`config.mk`:
```
export PLATFORM = sky130hd
export DESIGN_NAME = matmul_sched_flat
export DESIGN_NICKNAME = d
export VERILOG_FILES = /design/src/rtl/matmul_sched_if.sv /design/src/rtl/matmul_sched.sv /design/src/flat_wrapper.sv
export SDC_FILE = /design/constraint.sdc
export NUM_CORES = 1
export LEC_CHECK = 0
export ABC_AREA = 1
export CAP_MARGIN = 20
export CORE_UTILIZATION = 46
export DETAILED_ROUTE_END_ITERATION = 8
export PLACE_DENSITY = 0.77
export SYNTH_ARGS = -nofsm -noshare
export SYNTH_HDL_FRONTEND = slang
export SYNTH_SLANG_ARGS = --single-unit
```
`constraint.sdc`:
```
create_clock -name clk -period 1.3 [get_ports clk]
set_clock_uncertainty 0.05 [all_clocks]
set_input_delay 0.26 -clock clk [delete_from_list [all_inputs] [get_ports clk]]
set_output_delay 0.26 -clock clk [all_outputs]
set_load 0.02 [all_outputs]
```
`src/rtl/matmul_sched_if.sv`:
```
// matmul_sched_if: control and address bundle between the matmul job controller
// and the dot-product sequencer.
//   master : drives start, cfg_rows, cfg_cols, hold; observes status and strobes
//   slave  : the sequencer; drives busy, done, issue_*, wr_*
// Ports (signals):
//   start        begin a job (sampled by the sequencer only when idle)
//   cfg_rows     M of the job, ROW_W+1 bits
//   cfg_cols     N of the job, COL_W+1 bits
//   hold         suppress issuing this cycle
//   busy, done   job status / one-cycle completion pulse
//   issue_*      operand select towards the dot unit
//   wr_*         result-memory write strobe and address
interface matmul_sched_if #(
    parameter int unsigned ROW_W = 2,
    parameter int unsigned COL_W = 2
) ();
    logic             start;
    logic [ROW_W:0]   cfg_rows;
    logic [COL_W:0]   cfg_cols;
    logic             hold;
    logic             busy;
    logic             done;
    logic             issue_valid;
    logic [ROW_W-1:0] issue_row;
    logic [COL_W-1:0] issue_col;
    logic             wr_en;
    logic [ROW_W-1:0] wr_row;
    logic [COL_W-1:0] wr_col;

    modport master (
        output start, cfg_rows, cfg_cols, hold,
        input  busy, done, issue_valid, issue_row, issue_col, wr_en, wr_row, wr_col
    );

    modport slave (
        input  start, cfg_rows, cfg_cols, hold,
        output busy, done, issue_valid, issue_row, issue_col, wr_en, wr_row, wr_col
    );
endinterface

```
`src/rtl/matmul_sched.sv`:
```
// matmul_sched: sequencer for the pipelined dot-product datapath. Walks every
// (row, col) of an M x N result in row-major order, issuing one operand select
// per non-held cycle, and tracks the dot unit's fixed latency with a
// {valid,row,col} delay line whose tail drives the result-memory write strobe.
// Ports:
//   clk   system clock (posedge)
//   rst   synchronous active-high reset; aborts any job in progress
//   bus   matmul_sched_if.slave: start/cfg/hold in; busy/done/issue_*/wr_* out
module matmul_sched #(
    parameter int unsigned MAX_ROWS    = 4,
    parameter int unsigned MAX_COLS    = 4,
    parameter int unsigned DOT_LATENCY = 3,
    parameter int unsigned ROW_W       = (MAX_ROWS > 1) ? $clog2(MAX_ROWS) : 1,
    parameter int unsigned COL_W       = (MAX_COLS > 1) ? $clog2(MAX_COLS) : 1
) (
    input  logic          clk,
    input  logic          rst,
    matmul_sched_if.slave bus
);
    localparam logic [1:0] StIdle  = 2'd0;
    localparam logic [1:0] StIssue = 2'd1;
    localparam logic [1:0] StDrain = 2'd2;
    localparam logic [1:0] StDone  = 2'd3;

    localparam int unsigned RW1 = ROW_W + 1;
    localparam int unsigned CW1 = COL_W + 1;
    localparam logic [ROW_W:0] MaxRows = RW1'(MAX_ROWS);
    localparam logic [COL_W:0] MaxCols = CW1'(MAX_COLS);

    logic [1:0]       state_q, state_d;
    logic [ROW_W:0]   rows_q, rows_d;
    logic [COL_W:0]   cols_q, cols_d;
    logic [ROW_W-1:0] row_q, row_d;
    logic [COL_W-1:0] col_q, col_d;

    logic [DOT_LATENCY-1:0] dl_valid_q;
    logic [ROW_W-1:0]       dl_row_q [DOT_LATENCY];
    logic [COL_W-1:0]       dl_col_q [DOT_LATENCY];

    logic issue_valid;
    logic last_row;
    logic last_col;
    logic cfg_bad;
    logic in_flight;

    assign issue_valid = (state_q == StIssue) && !bus.hold;
    assign last_row    = ({1'b0, row_q} + RW1'(1)) == rows_q;
    assign last_col    = ({1'b0, col_q} + CW1'(1)) == cols_q;
    assign cfg_bad     = (bus.cfg_rows == '0) || (bus.cfg_cols == '0) ||
                         (bus.cfg_rows > MaxRows) || (bus.cfg_cols > MaxCols);

    // Results still travelling towards the tail. The tail entry itself is being
    // written this cycle, so DONE can follow on the very next cycle.
    always_comb begin
        in_flight = 1'b0;
        for (int i = 0; i + 1 < int'(DOT_LATENCY); i++) begin
            in_flight = in_flight | dl_valid_q[i];
        end
    end

    always_comb begin
        state_d = state_q;
        rows_d  = rows_q;
        cols_d  = cols_q;
        row_d   = row_q;
        col_d   = col_q;
        case (state_q)
            StIdle: begin
                if (bus.start) begin
                    rows_d  = bus.cfg_rows;
                    cols_d  = bus.cfg_cols;
                    row_d   = '0;
                    col_d   = '0;
                    // An empty/oversized job passes through DRAIN (line is empty)
                    // so busy is still seen for one cycle before done.
                    state_d = cfg_bad ? StDrain : StIssue;
                end
            end
            StIssue: begin
                if (!bus.hold) begin
                    if (last_col && last_row) begin
                        state_d = StDrain;  // counters freeze at (M-1, N-1)
                    end else if (last_col) begin
                        col_d = '0;
                        row_d = row_q + ROW_W'(1);
                    end else begin
                        col_d = col_q + COL_W'(1);
                    end
                end
            end
            StDrain: begin
                if (!in_flight) begin
                    state_d = StDone;
                end
            end
            StDone:  state_d = StIdle;
            default: state_d = StIdle;
        endcase
    end

    always_ff @(posedge clk) begin
        if (rst) begin
            state_q <= StIdle;
            rows_q  <= '0;
            cols_q  <= '0;
            row_q   <= '0;
            col_q   <= '0;
        end else begin
            state_q <= state_d;
            rows_q  <= rows_d;
            cols_q  <= cols_d;
            row_q   <= row_d;
            col_q   <= col_d;
        end
    end

    // Delay line shifts every cycle, independent of state and hold.
    always_ff @(posedge clk) begin
        if (rst) begin
            dl_valid_q <= '0;
            for (int i = 0; i < int'(DOT_LATENCY); i++) begin
                dl_row_q[i] <= '0;
                dl_col_q[i] <= '0;
            end
        end else begin
            for (int i = int'(DOT_LATENCY) - 1; i > 0; i--) begin
                dl_valid_q[i] <= dl_valid_q[i-1];
                dl_row_q[i]   <= dl_row_q[i-1];
                dl_col_q[i]   <= dl_col_q[i-1];
            end
            dl_valid_q[0] <= issue_valid;
            dl_row_q[0]   <= row_q;
            dl_col_q[0]   <= col_q;
        end
    end

    assign bus.busy        = (state_q == StIssue) || (state_q == StDrain);
    assign bus.done        = (state_q == StDone);
    assign bus.issue_valid = issue_valid;
    assign bus.issue_row   = row_q;
    assign bus.issue_col   = col_q;
    assign bus.wr_en       = dl_valid_q[DOT_LATENCY-1];
    assign bus.wr_row      = dl_row_q[DOT_LATENCY-1];
    assign bus.wr_col      = dl_col_q[DOT_LATENCY-1];
endmodule

```
`src/flat_wrapper.sv`:
```
// flat-port wrapper written by rule: the top's interface ports become plain ports
module matmul_sched_flat 
#(
    parameter int unsigned MAX_ROWS    = 4,
    parameter int unsigned MAX_COLS    = 4,
    parameter int unsigned DOT_LATENCY = 3,
    parameter int unsigned ROW_W       = (MAX_ROWS > 1) ? $clog2(MAX_ROWS) : 1,
    parameter int unsigned COL_W       = (MAX_COLS > 1) ? $clog2(MAX_COLS) : 1
)
  (clk, rst, bus_start, bus_cfg_rows, bus_cfg_cols, bus_hold, bus_busy, bus_done, bus_issue_valid, bus_issue_row, bus_issue_col, bus_wr_en, bus_wr_row, bus_wr_col);
  matmul_sched_if #(.ROW_W(ROW_W), .COL_W(COL_W)) bus_i ();
  input  logic clk;
  input  logic rst;
  input wire logic [$bits(bus_i.start)-1:0] bus_start;
  input wire logic [$bits(bus_i.cfg_rows)-1:0] bus_cfg_rows;
  input wire logic [$bits(bus_i.cfg_cols)-1:0] bus_cfg_cols;
  input wire logic [$bits(bus_i.hold)-1:0] bus_hold;
  output wire logic [$bits(bus_i.busy)-1:0] bus_busy;
  output wire logic [$bits(bus_i.done)-1:0] bus_done;
  output wire logic [$bits(bus_i.issue_valid)-1:0] bus_issue_valid;
  output wire logic [$bits(bus_i.issue_row)-1:0] bus_issue_row;
  output wire logic [$bits(bus_i.issue_col)-1:0] bus_issue_col;
  output wire logic [$bits(bus_i.wr_en)-1:0] bus_wr_en;
  output wire logic [$bits(bus_i.wr_row)-1:0] bus_wr_row;
  output wire logic [$bits(bus_i.wr_col)-1:0] bus_wr_col;
  assign bus_i.start = bus_start;
  assign bus_i.cfg_rows = bus_cfg_rows;
  assign bus_i.cfg_cols = bus_cfg_cols;
  assign bus_i.hold = bus_hold;
  assign bus_busy = bus_i.busy;
  assign bus_done = bus_i.done;
  assign bus_issue_valid = bus_i.issue_valid;
  assign bus_issue_row = bus_i.issue_row;
  assign bus_issue_col = bus_i.issue_col;
  assign bus_wr_en = bus_i.wr_en;
  assign bus_wr_row = bus_i.wr_row;
  assign bus_wr_col = bus_i.wr_col;
  matmul_sched #(.MAX_ROWS(MAX_ROWS), .MAX_COLS(MAX_COLS), .DOT_LATENCY(DOT_LATENCY), .ROW_W(ROW_W), .COL_W(COL_W)) u_core (.clk(clk), .rst(rst), .bus(bus_i));
endmodule
```
==> reports/qor.yml <==
synth.distinct_cells: 22
yosys_warnings: 0
relSlewSlack: 0.813
path_max_fanout: 4
worst_ir_drop_vdd_mv: 1.45
clkTransAtPathRegs_ns: 0.15
yosys_most_used_dff: "dfxtp_1"
core.rowCount: 18
synth_edf_count: 0
synth_area_um2: 1230
grt_pass1_wl_um: 4330
grt_start_max_net_pins: 17
n_fill_cell: 176
synth_fp_nets: 183
fin_crit_ns: 1.55
vias: 1132
synth_top_area_cell: "dfxtp_1"
synth_area_per_cell_um2: 7.38
htreeDepth: 1
status: "complete, but fails checks"
busiest_layer: "met2"
overflow: 0
grt.met2_usage: 0.377
netlist_top_cells_count: "nand2_1 (30), nor2_1 (30), dfxtp_1 (27)"
powerDensity_nw_per_um2: 1980
leakagePower_uw: 0.000796
num-nets-final: 223
grtUsageTotal: 0.211
first_pass_iters: 4
dpl-instance-area_um2: 1610
tightest_slew_ns: 0.278
clock_latency_ns: 0.34
grt_use_met1: 0.241
fin_ws_ns: -0.252
cts_buffers: 3
ys_seq_elements: 27
arrival_ns: 1.75
ys_async_sr_fraction: 0
routed_wirelength_um: 2700
drive_gt1_frac: 0.388
drtIter0Drc: 30
post_drt_via_cell_ratio: 4.80
yosysTopAreaCellShare: 0.439
wl_per_cell_um: 11.4
critPathRequiredTime_ns: 1.50
globalplace.congestion: 0.761
diodes: 0
final_area_um2: 1810
area_growth_syn_to_layout_pct: 46.8
violations: "setup timing"
hold_viol_final: 0
hp-class: "register to register"
end_kind: "register"
timing.final.max_slew_violations: 0
crit_type: "register to register"
yosys-top-cells-area: "dfxtp_1 (44%), nand2_1 (9.1%), nor2_1 (9.1%), inv_1 (6.7%), ha_1 (6.1%)"
ioPinCount: 22
synthCells: 167
dp_hpwl_um: 1840
drc: 0
initial_utilization: 0.493
setup_violations: 9
register_area_um2: 561
root_buffer: "clkbuf_4"
multi_input_area_um2: 694
startpoint_type: "register"
fin_crit_sh: 1.19
grt_setup_unrepaired: "yes"
die_h_um: 53.8
grt_pass1_vias: 1054
antenna_left: 0
cap_violations: 0
cts_sinks: 27
gr-usage-met3: 0.0593
cts_buffer_depth: 2
cts_tree: "built"
seq_area_frac_synth: 0.439
die_w_um: 53.8
post-route-util: 0.724
die_area_um2: 2890
io_buffers: 21
core-area_um2: 2500
clock.fmax_mhz: 644
grt_antenna_before_repair: 0
[what timing repair did]
item                                    4_1_cts  5_1_grt
buffers inserted                              5        0
endpoints found under the setup margin       24       21
hold buffers                                  0        0
gates resized for setup                      70       23
pin swaps                                     8        9
[layout by cell type (no fill, tap or decap), types with 2 or more instances in the layout]
cell	instances
nand2_1	27
nor2_1	26
dfxtp_1	21
inv_1	19
buf_4	17
buf_6	11
clkdlybuf4s50_1	9
inv_2	8
a21oi_1	7
o21ai_0	6
nand3_2	5
ha_4	5
clkbuf_2	5
dfxtp_4	5
inv_4	3
nand2_2	3
nand3_1	3
clkbuf_4	3
nor2_4	2
xnor2_1	2
nand2_4	2
o21ai_4	2
nor2_2	2
o21bai_1	2
a21oi_2	2
[flip-flops by register name, indices dropped and copies added (netlist names)]
| signal | flops |
|---|---|
| u_core.dl_col_q | 6 |
| u_core.dl_row_q | 6 |
| u_core.cols_q | 3 |
| u_core.dl_valid_q | 3 |
| u_core.rows_q | 3 |
| u_core.bus.issue_col | 2 |
| u_core.bus.issue_row | 2 |
| u_core.state_q | 2 |
[critical path: stages, from the launching register on]
cell,delay (ns)
dfxtp_4,0.38
ha_4,0.28
xnor2_2,0.11
nand3_2,0.17
inv_2,0.14
nand2_2,0.09
nand2_4,0.09
nand3_2,0.06
nand2_1,0.07
nor2_1,0.04
[where the power goes]
group / internal [uW] / switching (uW)
sequential: 1010 / 126
combinational: 994 / 1060
clock: 118 / 260
[per-layer routing]
| metal | part of all wire | vias up |
|---|---|---|
| li1 | - | 586 |
| met1 | 0.42 | 499 |
| met2 | 0.52 | 39 |
| met3 | 0.045 | 8 |
| met4 | 0.020 | 0 |
| met5 | 0 | - |
[cell families after synthesis]
group | share of synthesized area
simple gates | 0.247
buf+inv | 0.132
flops | 0.439
compound gates | 0.101
fa+ha+maj | 0.0609
xor+xnor | 0.0213
[final cells by class]
class / count / area share
timing repair buffer: 42 / 0.203
clock inverter: 1 / 0.00415
sequential: 27 / 0.310
clock buffer: 3 / 0.0124
inverter: 30 / 0.0664
tap: 30 / 0.0207
multi-input combinational: 103 / 0.384
[per-stage QoR]
stage	worst slack (ns)	setup TNS [ns]	std cells	hold WS [ns]	total power, uW
after floorplan	-0.114	-0.563	167	0.289	2130
after global placement	-0.403	-3.06	228	0.339	2640
after detailed placement	-0.416	-3.62	228	0.347	2700
after global routing	-0.323	-2.45	236	0.374	3830
after CTS	-0.170	-1.44	237	0.366	3340
final	-0.252	-1.86	236	0.368	3570
[final timing paths]
check                               start               endpoint  slack, ns  depth (start not counted)
setup / recovery  u_core.bus.issue_col[1]      u_core.state_q[1]      -0.25                          9
hold / removal      u_core.dl_col_q[0][1]  u_core.dl_col_q[0][3]       0.37                          2
setup reg to reg  u_core.bus.issue_col[1]      u_core.state_q[1]      -0.25                          9
hold reg to reg     u_core.dl_col_q[0][1]  u_core.dl_col_q[0][3]       0.37                          2
No activity file was read; power rests on OpenSTA's default activity.
